### config.mk
export PLATFORM = sky130hd
export DESIGN_NAME = shift_reg_univ_sync_n_flat
export DESIGN_NICKNAME = d
export VERILOG_FILES = /design/src/rtl/shift_reg_univ_sync_n_if.sv /design/src/rtl/shift_reg_univ_sync_n.sv /design/src/flat_wrapper.sv
export SDC_FILE = /design/constraint.sdc
export NUM_CORES = 1
export LEC_CHECK = 0
export ABC_AREA = 1
export CAP_MARGIN = 15
export CORE_MARGIN = 4
export CORE_UTILIZATION = 40
export DETAILED_ROUTE_END_ITERATION = 7
export HOLD_SLACK_MARGIN = 0.1
export PLACE_DENSITY = 0.71
export SKIP_CTS_REPAIR_TIMING = 1
export SLEW_MARGIN = 30
export SYNTH_ARGS = -nofsm -noshare
export SYNTH_HDL_FRONTEND = slang
export SYNTH_SLANG_ARGS = --single-unit
### constraint.sdc
create_clock -name clk -period 1.3 [get_ports clk]
set_clock_uncertainty 0.05 [all_clocks]
set_input_delay 0.13 -clock clk [delete_from_list [all_inputs] [get_ports clk]]
set_output_delay 0.13 -clock clk [all_outputs]
set_load 0.02 [all_outputs]
### src/rtl/shift_reg_univ_sync_n_if.sv
// Bus bundle for the universal shift register: control and data toward the
// register (master), register state back to the user (slave).
interface shift_reg_univ_sync_n_if #(
    parameter int WIDTH = 8
);
    localparam int CW = $clog2(WIDTH + 1);

    logic             clr;
    logic             set;
    logic             en;
    logic [1:0]       mode;
    logic [WIDTH-1:0] d;
    logic             sin_l;
    logic             sin_r;
    logic [WIDTH-1:0] q;
    logic             sout;
    logic [CW-1:0]    cnt;
    logic             empty;

    modport master (
        output clr, set, en, mode, d, sin_l, sin_r,
        input  q, sout, cnt, empty
    );

    modport slave (
        input  clr, set, en, mode, d, sin_l, sin_r,
        output q, sout, cnt, empty
    );
endinterface

### src/rtl/shift_reg_univ_sync_n.sv
// Loadable, shiftable WIDTH-bit register with optional rotate and a saturating
// count of shifts since the last load/clear/set/reset.
module shift_reg_univ_sync_n #(
    parameter int WIDTH  = 8,
    parameter int ROTATE = 0
) (
    input  logic                   clk,
    input  logic                   rst,
    shift_reg_univ_sync_n_if.slave bus
);
    localparam int CW = $clog2(WIDTH + 1);
    localparam logic [CW-1:0] CNT_FULL = CW'(WIDTH);

    logic [WIDTH-1:0] q_reg;
    logic             sout_reg;
    logic [CW-1:0]    cnt_reg;
    logic [WIDTH-1:0] shl_next;
    logic [WIDTH-1:0] shr_next;
    logic             in_l;
    logic             in_r;
    logic [CW-1:0]    cnt_next;

    // In rotate mode the outgoing bit re-enters at the opposite end.
    assign in_l = (ROTATE != 0) ? q_reg[WIDTH-1] : bus.sin_l;
    assign in_r = (ROTATE != 0) ? q_reg[0]       : bus.sin_r;

    assign shl_next[0]       = in_l;
    assign shr_next[WIDTH-1] = in_r;

    genvar gi;
    generate
        for (gi = 1; gi < WIDTH; gi++) begin : g_shift
            assign shl_next[gi]   = q_reg[gi-1];
            assign shr_next[gi-1] = q_reg[gi];
        end
    endgenerate

    assign cnt_next = (cnt_reg == CNT_FULL) ? CNT_FULL : cnt_reg + 1'b1;

    always_ff @(posedge clk) begin
        if (rst) begin
            q_reg    <= '0;
            sout_reg <= 1'b0;
            cnt_reg  <= '0;
        end else if (bus.clr) begin
            q_reg   <= '0;
            cnt_reg <= '0;
        end else if (bus.set) begin
            q_reg   <= '1;
            cnt_reg <= '0;
        end else if (bus.en) begin
            case (bus.mode)
                2'b01: begin
                    q_reg    <= shl_next;
                    sout_reg <= q_reg[WIDTH-1];
                    cnt_reg  <= cnt_next;
                end
                2'b10: begin
                    q_reg    <= shr_next;
                    sout_reg <= q_reg[0];
                    cnt_reg  <= cnt_next;
                end
                2'b11: begin
                    q_reg   <= bus.d;
                    cnt_reg <= '0;
                end
                default: ;
            endcase
        end
    end

    assign bus.q     = q_reg;
    assign bus.sout  = sout_reg;
    assign bus.cnt   = cnt_reg;
    assign bus.empty = (cnt_reg == CNT_FULL);
endmodule

### src/flat_wrapper.sv
// flat-port wrapper written by rule: the top's interface ports become plain ports
module shift_reg_univ_sync_n_flat 
#(
    parameter int WIDTH  = 8,
    parameter int ROTATE = 0
)
  (clk, rst, bus_clr, bus_set, bus_en, bus_mode, bus_d, bus_sin_l, bus_sin_r, bus_q, bus_sout, bus_cnt, bus_empty);
  shift_reg_univ_sync_n_if #(.WIDTH(WIDTH)) bus_i ();
  input  logic clk;
  input  logic rst;
  input wire logic [$bits(bus_i.clr)-1:0] bus_clr;
  input wire logic [$bits(bus_i.set)-1:0] bus_set;
  input wire logic [$bits(bus_i.en)-1:0] bus_en;
  input wire logic [$bits(bus_i.mode)-1:0] bus_mode;
  input wire logic [$bits(bus_i.d)-1:0] bus_d;
  input wire logic [$bits(bus_i.sin_l)-1:0] bus_sin_l;
  input wire logic [$bits(bus_i.sin_r)-1:0] bus_sin_r;
  output wire logic [$bits(bus_i.q)-1:0] bus_q;
  output wire logic [$bits(bus_i.sout)-1:0] bus_sout;
  output wire logic [$bits(bus_i.cnt)-1:0] bus_cnt;
  output wire logic [$bits(bus_i.empty)-1:0] bus_empty;
  assign bus_i.clr = bus_clr;
  assign bus_i.set = bus_set;
  assign bus_i.en = bus_en;
  assign bus_i.mode = bus_mode;
  assign bus_i.d = bus_d;
  assign bus_i.sin_l = bus_sin_l;
  assign bus_i.sin_r = bus_sin_r;
  assign bus_q = bus_i.q;
  assign bus_sout = bus_i.sout;
  assign bus_cnt = bus_i.cnt;
  assign bus_empty = bus_i.empty;
  shift_reg_univ_sync_n #(.WIDTH(WIDTH), .ROTATE(ROTATE)) u_core (.clk(clk), .rst(rst), .bus(bus_i));
endmodule
; ---- Word-level counts from Yosys, hierarchy flattened
; Cells that the tools add are included.
[op_classes]
mux = 6
shift = 0
n_mul = 0
reduce_logical = 10
order_cmp = 0
div_mod_pow = 0
add_sub_neg = 1
eq_ne = 4
bitwise = 2
[op_table]
columns = cell, n
row1 = $pmux W8 S3, 1
row2 = $mux W8, 2
row3 = $pmux W4 S2, 1
row4 = $reduce_bool A2 Y1, 3
row5 = $add A4 B1 Y4 const B, 1
row6 = $eq A2 B2 Y1 const B, 2
row7 = $eq A4 B4 Y1 const B, 1
row8 = $mux W4, 1
row9 = $reduce_and A2 Y1, 2
row10 = $reduce_and A4 Y1, 1
row11 = $reduce_bool A4 Y1, 1
row12 = $reduce_or A2 Y1, 2
row13 = $reduce_or A3 Y1, 1
row14 = $eq A2 B1 Y1 const B, 1
row15 = $not A1 Y1, 2
row16 = $pmux W1 S2, 1
[word_totals]
out_inout_bits = 14
mem_bits_ro = 0
ramBits = 0
mem_count = 0
latch_bits = 0
ff_bits = 13
inputBits = 17

; ---- Logic depth before layout (Yosys ltp)
; Gate-level depths: netlist of the first run.
[depth]
word_depth = 4
ltp_mapped = 9
depth_no_buf = 8

; ---- Least setup slack after synthesis of the first run
; No wires, ideal clock.
[synth_timing]
path_kind = in2reg
from = input bus_mode[0]
to = register u_core.q_reg[1] (netlist: u_core.bus.q[1])
path_stages = 9
t_arrival_ns = 1.002
setup_slack_ns = 0.136
path_buffers = 1
cell_sequence = inv_1 > ha_1 > nor2_4 > nand2_2 > nand2_4 > buf_6 > nand2_2 > nand2_1 > nor2_1
[synth_via]
elab_chain_len = 4
[synth_lines]
columns = item, line
row1 = start: declaration, flat_wrapper.sv:14  ; input wire logic [$bits(bus_i.mode)-1:0] bus_mode;
row2 = $eq A2 B2 Y1 / $eq A2 B1 Y1 (equally long branches), shift_reg_univ_sync_n.sv:52  ; case (bus.mode)
row3 = $pmux W8 S3, shift_reg_univ_sync_n.sv:52
row4 = $mux W8, shift_reg_univ_sync_n.sv:51  ; end else if (bus.en) begin
row5 = $mux W8, shift_reg_univ_sync_n.sv:48  ; end else if (bus.set) begin
row6 = end signal: assignment, shift_reg_univ_sync_n.sv:54  ; q_reg <= shl_next;
row7 = end signal: assignment, shift_reg_univ_sync_n.sv:59  ; q_reg <= shr_next;
row8 = end signal: assignment, shift_reg_univ_sync_n.sv:64  ; q_reg <= bus.d;
row9 = end: declaration, shift_reg_univ_sync_n.sv:14  ; logic [WIDTH-1:0] q_reg;
; Several ways; a longest one is shown, not always the timed one. The select of a mux whose other input is x is not followed.
; A chain may end at the register's enable or synchronous reset.

; ---- Worst setup path after layout of the first run
[layout_timing]
from = register u_core.cnt_reg[0] (netlist: u_core.bus.cnt[0])
to = output bus_empty
[layout_via]
elab_chain_len = 1
[layout_lines]
columns = item, line
row1 = start: declaration, shift_reg_univ_sync_n.sv:16  ; logic [CW-1:0] cnt_reg;
row2 = start signal: assignment, shift_reg_univ_sync_n.sv:56  ; cnt_reg <= cnt_next;
row3 = start signal: assignment, shift_reg_univ_sync_n.sv:61  ; cnt_reg <= cnt_next;
row4 = $eq A4 B4 Y1, shift_reg_univ_sync_n.sv:75  ; assign bus.empty = (cnt_reg == CNT_FULL);
row5 = end: declaration, flat_wrapper.sv:21  ; output wire logic [$bits(bus_i.empty)-1:0] bus_empty;
; Every way passes these cells.

==> results.py, run 1 <==
metrics = {
    "critical_path": {
        "crit_top_cell": "inv_2",
        "setup.worst_path.start_class": "flip-flop",
        "path_buf_inv": 3,
        "cpPeakStageDelay_ns": 0.33,
        "cp.required_ns": 1.12,
        "endpoint_kind": "primary output",
        "crit_slowest_cell": "dfxtp_2",
        "path_class": "flip-flop to primary output",
        "arrival_ns": 1.10,
        "crit_path_max_fanout": 2,
        "cp_top_family": "flip-flops",
        "cp_cell_sequence": "inv_2 > ha_2 > nand3_2 > inv_2 > buf_6",
    },
    "cells_and_area": {
        "largest_reg_flops": 8,
        "final_cell_mix": "nand2_1 (46), inv_1 (26), nor2_1 (25)",
        "regArea_um2": 262,
        "diodes": 0,
        "area_growth_pct": 55.7,
        "finalNetCount": 233,
        "layout_commonest_cell": "nand2_1",
        "fillers": 215,
        "drive_above_1_share_pct": 17.3,
        "multi_input_area_um2": 617,
    },
    "global_routing": {
        "antenna_found_initial": 0,
        "grt_pass1_wl_um": 4150,
        "grt_overflow_total": 0,
        "grt_pass1_vias": 986,
        "grt_max_degree": 16,
        "grt_usage_pct": 15.8,
    },
    "drt": {
        "viasPerCell": 4.70,
        "drt_wl_total_um": 2710,
        "postRouteAntennaNets": 0,
        "wl_per_cell_um": 11.5,
        "drt-initial-drc-count": 17,
        "drc": 0,
        "vias": 1109,
        "first_pass_iters": 5,
    },
    "floorplan": {
        "die_w_um": 57.1,
        "start_util_pct": 42.7,
        "die_h_um": 57.1,
        "core_area_mm2": 0.00225,
        "ioPinCount": 31,
        "dieArea_mm2": 0.00326,
        "rows": 17,
    },
    "clock_tree": {
        "clk_pin_slew_worst_paths_ns": 0.09,
        "cts_tree": "done",
        "root_buffer": "clkbuf_4",
        "cts-htree-levels": 1,
        "cts.path.max_buffers": 2,
        "cts_sinks": 13,
        "insertion_delay_ns": 0.29,
        "cts_buffers": 3,
    },
    "sta": {
        "max_freq_ghz": 0.779,
        "setup_viol": 0,
        "rsz0062_at_grt": "true",
        "slew_viol_final": 0,
        "hold_viol": 0,
        "fin_crit_sh_pct": 98.7,
        "period_needed_ns": 1.28,
        "slew_headroom_pct": 81.4,
        "totalNegativeSetupSlack_ns": 0,
        "tightest_slew_ns": 0.278,
    },
    "pwr": {
        "power_leakage_uw": 0.000936,
        "ir_drop_uv": 552,
        "swShare_pct": 32.7,
        "finalPower_uw": 1020,
        "clkPwrFrac_pct": 26.2,
        "p_int_uw": 688,
        "power_density_mw_per_mm2": 681,
        "power_switching_uw": 334,
        "seqPwrFrac_pct": 42.3,
        "combPwrFrac_pct": 31.5,
    },
    "synthesis": {
        "synthDistinctLibCells": 16,
        "ys_seq_area_share_pct": 27.0,
        "ys_seq_elements": 13,
        "syn_inst": 162,
        "syn_area_um2": 963,
        "avgSynthCellArea_um2": 5.95,
        "synthesis.nets": 186,
        "synth-warning-count": 0,
    },
    "place": {
        "place.gp.congestion": 0.828,
        "io_buffer_count": 30,
        "dp_hpwl_um": 1990,
    },
    "outcome": {
        "status": "finished clean",
    },
    "run": {
        "drv_cap": 0,
    },
    "min_path": {
        "holdCritPathClass": "input port to flip-flop",
    },
}
worst paths after layout:
check,cells after the start,slack (ns),endpoint,from
worst max-delay path,5,0.02,bus_empty,u_core.bus.cnt[0]
worst min-delay path,5,0.41,u_core.bus.sout,bus_mode[1]
worst min register to register,2,0.44,u_core.bus.sout,u_core.bus.sout
worst max register to register,6,0.17,u_core.bus.cnt[2],u_core.bus.cnt[0]
kinds of logic (layout without fill, tap and decap cells):
group           after synthesis  in the layout  synth area share (%)
fa+ha+maj                     7              7                  9.09
buf+inv                      32             77                  14.2
simple gates                 93             94                  40.8
compound gates               17             17                  8.96
flops                        13             13                  27.0
area by class of cell:
| type | count | area share [%] |
|---|---|---|
| Timing Repair Buffer | 45 | 30.4 |
| Inverter | 28 | 7.01 |
| Multi-Input combinational cell | 118 | 41.1 |
| Sequential cell | 13 | 17.4 |
| Clock buffer | 4 | 1.75 |
| Tap cell | 28 | 2.34 |
cells in the mapped netlist (all sizes together):
| library cell | instances | area (um2) |
|---|---|---|
| buf | 3 | 27.5 |
| a21oi | 12 | 60.1 |
| clkbuf | 1 | 3.75 |
| nand3 | 13 | 65.1 |
| ha | 7 | 87.6 |
| o21ai | 4 | 20.0 |
| nor2 | 27 | 109 |
| a31oi | 1 | 6.26 |
| inv | 28 | 105 |
| nand2 | 52 | 213 |
| or2 | 1 | 6.26 |
| dfxtp | 13 | 260 |
power groups by stage:
stage	combinational, uW	clock, uW	sequential (uW)
floorplan	146	0	460
global placement	297	0	440
detailed placement	301	0	442
CTS	303	274	432
global route	354	293	435
finish	322	268	432
metrics by stage:
stage | cells | setup WS (ns) | util [%] | area, um2 | hold WS [ns]
after floorplan | 162 | 0.136 | - | 963 | 0.247
after global placement | 231 | -0.373 | 61.2 | 1380 | 0.423
after detailed placement | 231 | -0.430 | 61.2 | 1380 | 0.429
after CTS | 235 | -0.470 | 62.4 | 1410 | 0.450
after global routing | 236 | -0.0656 | 66.5 | 1500 | 0.452
final | 236 | 0.0166 | 66.5 | 1500 | 0.406
tightest hold or removal path: cells and delay by family:
kind / cells / cell delay [ns]
AOI/OAI and AO/OA: 1 / 0.08
buffers and inverters: 2 / 0.27
adders and majority gates: 1 / 0.15
and+or+nand+nor: 1 / 0.08
metal layers:
metal	GRT usage (%)	part of all wire [%]	vias to the layer above
met5	0	0	-
met4	3.97	0.81	0
met3	5.20	7.5	2
met2	26.6	45	35
met1	19.3	47	490
li1	-	-	582
No activity file was read; power rests on OpenSTA's default activity.
==> inputs of run 2 (changes only) <==
--- a/config.mk
+++ b/config.mk
@@ -7,6 +7,7 @@
 export LEC_CHECK = 0
 export ABC_AREA = 1
 export CAP_MARGIN = 15
+export CORE_ASPECT_RATIO = 1.75
 export CORE_MARGIN = 4
 export CORE_UTILIZATION = 40
 export DETAILED_ROUTE_END_ITERATION = 7
==> run 2 against run 1 <==
  * First-iteration DRC count is 59% higher
  * Worst setup slack worse by 0.0019 ns
  * Cell count down 2.1%
  * Clock power increased by 37%
  * Via count rose by 0.99%
  * Cell area fell by 0.50%
  * Sequential power hardly changed
  * Combinational power down 2%
  * Sequential cell count stayed put
  * Fmax decreased by 0.15%
  * Wire length increased by 0.18%
  * Largest cell class unchanged
==> results.py, run 2 (synthesized netlist as in run 1, its figures left out) <==
metrics = {
    "critical_path": {
        "arrival_ns": 1.11,
        "cp_cell_sequence": "inv_1 > ha_1 > nand3_1 > inv_1 > clkbuf_2",
        "crit_slowest_cell": "dfxtp_1",
        "r2r_cells": 6,
        "cp_top_family": "flip-flops",
        "worst-path-stages": 5,
        "cp.required_ns": 1.12,
        "path_buf_inv": 3,
        "crit_top_cell": "inv_1",
        "crit_path_max_fanout": 2,
        "endpoint_kind": "primary output",
        "path_class": "flip-flop to primary output",
        "setup.worst_path.start_class": "flip-flop",
        "cpPeakStageDelay_ns": 0.33,
    },
    "clock_tree": {
        "cts.path.max_buffers": 2,
        "clk_pin_slew_worst_paths_ns": 0.06,
        "cts_buffers": 3,
        "root_buffer": "clkbuf_8",
        "cts-htree-levels": 1,
        "cts_tree": "done",
        "insertion_delay_ns": 0.24,
        "cts_sinks": 13,
    },
    "global_routing": {
        "antenna_found_initial": 0,
        "grt_overflow_total": 0,
        "grt_usage_pct": 17.8,
        "grt_max_degree": 16,
        "grt_pass1_vias": 1116,
        "grt_pass1_wl_um": 4490,
    },
    "min_path": {
        "whs_path_depth": 2,
        "holdCritPathClass": "flip-flop to flip-flop",
    },
    "cells_and_area": {
        "drive_above_1_share_pct": 14.6,
        "area_growth_pct": 54.9,
        "final_cell_mix": "nand2_1 (46), inv_1 (27), nor2_1 (25)",
        "fillers": 236,
        "regArea_um2": 260,
        "diodes": 0,
        "largest_reg_flops": 8,
        "finalNetCount": 231,
        "final_core_util_pct": 64.8,
        "multi_input_area_um2": 613,
        "layout_commonest_cell": "nand2_1",
    },
    "floorplan": {
        "ioPinCount": 31,
        "rows": 23,
        "start_util_pct": 41.8,
        "core_area_mm2": 0.00230,
        "die_w_um": 45.1,
        "die_h_um": 72.9,
        "dieArea_mm2": 0.00329,
    },
    "outcome": {
        "status": "finished clean",
    },
    "drt": {
        "postRouteAntennaNets": 0,
        "vias": 1120,
        "wl_per_cell_um": 11.8,
        "drc": 0,
        "drt-initial-drc-count": 27,
        "viasPerCell": 4.85,
        "drt_wl_total_um": 2720,
        "first_pass_iters": 4,
    },
    "sta": {
        "rsz0062_at_grt": "true",
        "period_needed_ns": 1.29,
        "tightest_slew_ns": 0.273,
        "fin_ws_ns": 0.0147,
        "slew_viol_final": 0,
        "max_freq_ghz": 0.778,
        "setup_viol": 0,
        "hold_viol": 0,
        "fin_crit_sh_pct": 98.9,
        "hold_ws_ns": 0.443,
        "slew_headroom_pct": 81.8,
    },
    "pwr": {
        "power_leakage_uw": 0.000928,
        "finalPower_uw": 1120,
        "ir_drop_uv": 760,
        "power_density_mw_per_mm2": 747,
    },
    "place": {
        "dp_hpwl_um": 2050,
        "pre_cts_slack_ns": -0.472,
        "io_buffer_count": 30,
        "place.gp.congestion": 0.838,
    },
    "run": {
        "drv_cap": 0,
    },
}
## run 2: cell types whose count changed in the layout (fill, tap and decap cells not counted), sizes merged
| cell | previous run | this run |
|---|---|---|
| buf | 16 | 14 |
| clkbuf | 4 | 5 |
| nand2 | 53 | 52 |
## run 2: tightest hold or removal path, stage by stage, from the launching register on
cell and delay [ns]:
dfxtp_1 0.33, a31oi_1 0.04, nor2_1 0.09
## run 2: layer usage
layer	part of all wire (%)	track usage [%]	wire length, um	vias to the layer above
li1	-	-	-	576
met4	1.5	8.79	42	0
met5	0	0	0	-
met2	53	29.7	1430	41
met3	6.7	2.72	182	6
met1	39	21.3	1060	497
## run 2: final timing paths
path                      from                 to  slack (ns)
max          u_core.bus.cnt[0]          bus_empty        0.01
min            u_core.bus.sout    u_core.bus.sout        0.44
max reg2reg  u_core.bus.cnt[0]  u_core.bus.cnt[0]        0.19
min reg2reg    u_core.bus.sout    u_core.bus.sout        0.44
## run 2: where the power goes
group,internal [uW],switching [uW],total (uW)
registers,416,16.6,433
logic,149,166,315
clock network,216,151,367
## run 2: cell type report
class | instances | share of cell area, %
Clock buffer | 4 | 3.02
Inverter | 28 | 7.04
Multi-Input combinational cell | 117 | 41.1
Sequential cell | 13 | 17.4
Tap cell | 25 | 2.10
Timing Repair Buffer | 44 | 29.3
## run 2: metrics by stage
step                TNS (ns)  cells  cell area (um2)
floorplan                  0    162              963
global placement       -4.25    227             1370
detailed placement     -5.10    227             1370
CTS                    -3.88    231             1410
global route          -0.102    231             1490
finish                     0    231             1490
==> inputs of run 3 (changes only) <==
--- a/config.mk
+++ b/config.mk
@@ -12,9 +12,10 @@
 export CORE_UTILIZATION = 40
 export DETAILED_ROUTE_END_ITERATION = 7
 export HOLD_SLACK_MARGIN = 0.1
-export PLACE_DENSITY = 0.71
+export PLACE_DENSITY = 0.72
 export SKIP_CTS_REPAIR_TIMING = 1
 export SLEW_MARGIN = 30
 export SYNTH_ARGS = -nofsm -noshare
 export SYNTH_HDL_FRONTEND = slang
 export SYNTH_SLANG_ARGS = --single-unit
+export TNS_END_PERCENT = 10
==> run 3 against run 2 <==
  * First-iteration DRC count fell by 19%
  * Non-clock buffer count rose by 2
  * Utilization rose by 0.49 points
  * Fmax rose by 3.7%
  * Wire length fell by 2.1%
  * Critical path depth did not move
  * Hold slack improved by 0.016 ns
==> results.py, run 3 (synthesized netlist as in run 1, its figures left out) <==
metrics = {
    "global_routing": {
        "antenna_found_initial": 0,
        "grt_pass1_vias": 1098,
        "grt_usage_pct": 17.0,
        "grt_pass1_wl_um": 4290,
        "grt_overflow_total": 0,
        "grt_max_degree": 16,
    },
    "place": {
        "place_area_mm2": 0.00138,
        "io_buffer_count": 30,
        "dp_hpwl_um": 2100,
        "place.gp.congestion": 0.820,
    },
    "cells_and_area": {
        "final_core_util_pct": 65.3,
        "largest_reg_flops": 8,
        "layout_commonest_cell": "nand2_1",
        "design_area_mm2": 0.00150,
        "drive_above_1_share_pct": 16.3,
        "finalNetCount": 233,
        "area_growth_pct": 56.1,
        "final_cell_mix": "nand2_1 (46), inv_1 (27), nor2_1 (26)",
        "fillers": 224,
        "diodes": 0,
    },
    "pwr": {
        "power_density_mw_per_mm2": 740,
        "power_leakage_uw": 0.000938,
        "ir_drop_uv": 471,
        "finalPower_uw": 1110,
    },
    "critical_path": {
        "cp.required_ns": 1.12,
        "r2r_cells": 6,
        "cpPeakStageDelay_ns": 0.32,
        "crit_top_cell": "inv_1",
        "crit_path_max_fanout": 2,
        "cp_cell_sequence": "inv_1 > ha_2 > nand3_2 > inv_1 > buf_6",
        "crit_slowest_cell": "dfxtp_2",
        "r2r-end": "u_core.bus.cnt[2]",
        "r2r_setup_slack_ns": 0.20,
        "path_class": "flip-flop to primary output",
        "setup.worst_path.start_class": "flip-flop",
        "arrival_ns": 1.06,
        "endpoint_kind": "primary output",
        "rr_startpoint": "u_core.bus.cnt[0]",
    },
    "drt": {
        "wl_per_cell_um": 11.4,
        "vias": 1111,
        "drt_wl_total_um": 2660,
        "viasPerCell": 4.77,
        "drt-initial-drc-count": 22,
        "drc": 0,
        "postRouteAntennaNets": 0,
        "first_pass_iters": 4,
    },
    "sta": {
        "setup_viol": 0,
        "hold_ws_ns": 0.459,
        "period_needed_ns": 1.24,
        "fin_crit_sh_pct": 95.3,
        "slew_viol_final": 0,
        "slew_headroom_pct": 84.6,
        "max_freq_ghz": 0.807,
        "tightest_slew_ns": 0.230,
        "hold_viol": 0,
        "totalNegativeSetupSlack_ns": 0,
    },
    "floorplan": {
        "core_area_mm2": 0.00230,
        "start_util_pct": 41.8,
        "ioPinCount": 31,
        "die_w_um": 45.1,
        "dieArea_mm2": 0.00329,
        "die_h_um": 72.9,
        "rows": 23,
    },
    "run": {
        "drv_cap": 0,
    },
    "min_path": {
        "whs_path_depth": 2,
        "min_to": "u_core.bus.sout",
        "min_from": "u_core.bus.sout",
        "holdCritPathClass": "flip-flop to flip-flop",
    },
    "clock_tree": {
        "insertion_delay_ns": 0.24,
        "cts.path.max_buffers": 2,
        "cts-htree-levels": 1,
        "root_buffer": "clkbuf_8",
        "clk_pin_slew_worst_paths_ns": 0.06,
        "cts_sinks": 13,
        "cts_tree": "done",
        "cts_buffers": 3,
    },
    "outcome": {
        "status": "finished clean",
    },
}
==> run 3: worst max path at each step <==
stage	from	to	slack [ns]
finish	u_core.bus.cnt[0]	bus_empty	0.06
global route	u_core.bus.cnt[0]	bus_empty	-0.006
CTS	u_core.bus.cnt[0]	bus_empty	-0.43
detailed placement	bus_mode[0]	u_core.bus.q[3]	-0.46
global placement	bus_mode[0]	u_core.bus.q[3]	-0.41
floorplan	bus_mode[0]	u_core.bus.q[1]	0.14
==> run 3: report_power, final <==
part	leakage, uW	total (uW)	switching [uW]	internal, uW
Clock	0.0000228	368	152	217
Sequential	0.000107	432	16.1	416
Combinational	0.000808	312	163	150
==> run 3: critical path, delay by kind of cell (launching register included) <==
family,cells,cell delay (ns)
fa+ha+maj,1,0.17
flops,1,0.32
simple gates,1,0.08
buf+inv,3,0.25
==> run 3: area by class of cell <==
type | instances | area, um2 | share of cell area [%]
Inverter | 28 | 105 | 6.99
Tap cell | 25 | 31.3 | 2.08
Sequential cell | 13 | 262 | 17.4
Clock buffer | 4 | 45.0 | 3.00
Timing Repair Buffer | 46 | 463 | 30.8
Multi-Input combinational cell | 117 | 598 | 39.8
==> run 3: metrics by stage <==
stage / setup slack [ns] / std cells
after floorplan: 0.136 / 162
after global placement: -0.414 / 229
after detailed placement: -0.462 / 229
after CTS: -0.432 / 233
after global routing: -0.00550 / 233
final: 0.0609 / 233
==> run 3: routing by layer <==
metal / vias to the layer above / GRT usage (%) / share of wire (%)
met5: - / 0 / 0
met4: 0 / 7.49 / 2.4
met3: 7 / 0.741 / 5.7
met2: 37 / 33.3 / 55
met1: 489 / 17.2 / 37
li1: 578 / - / -
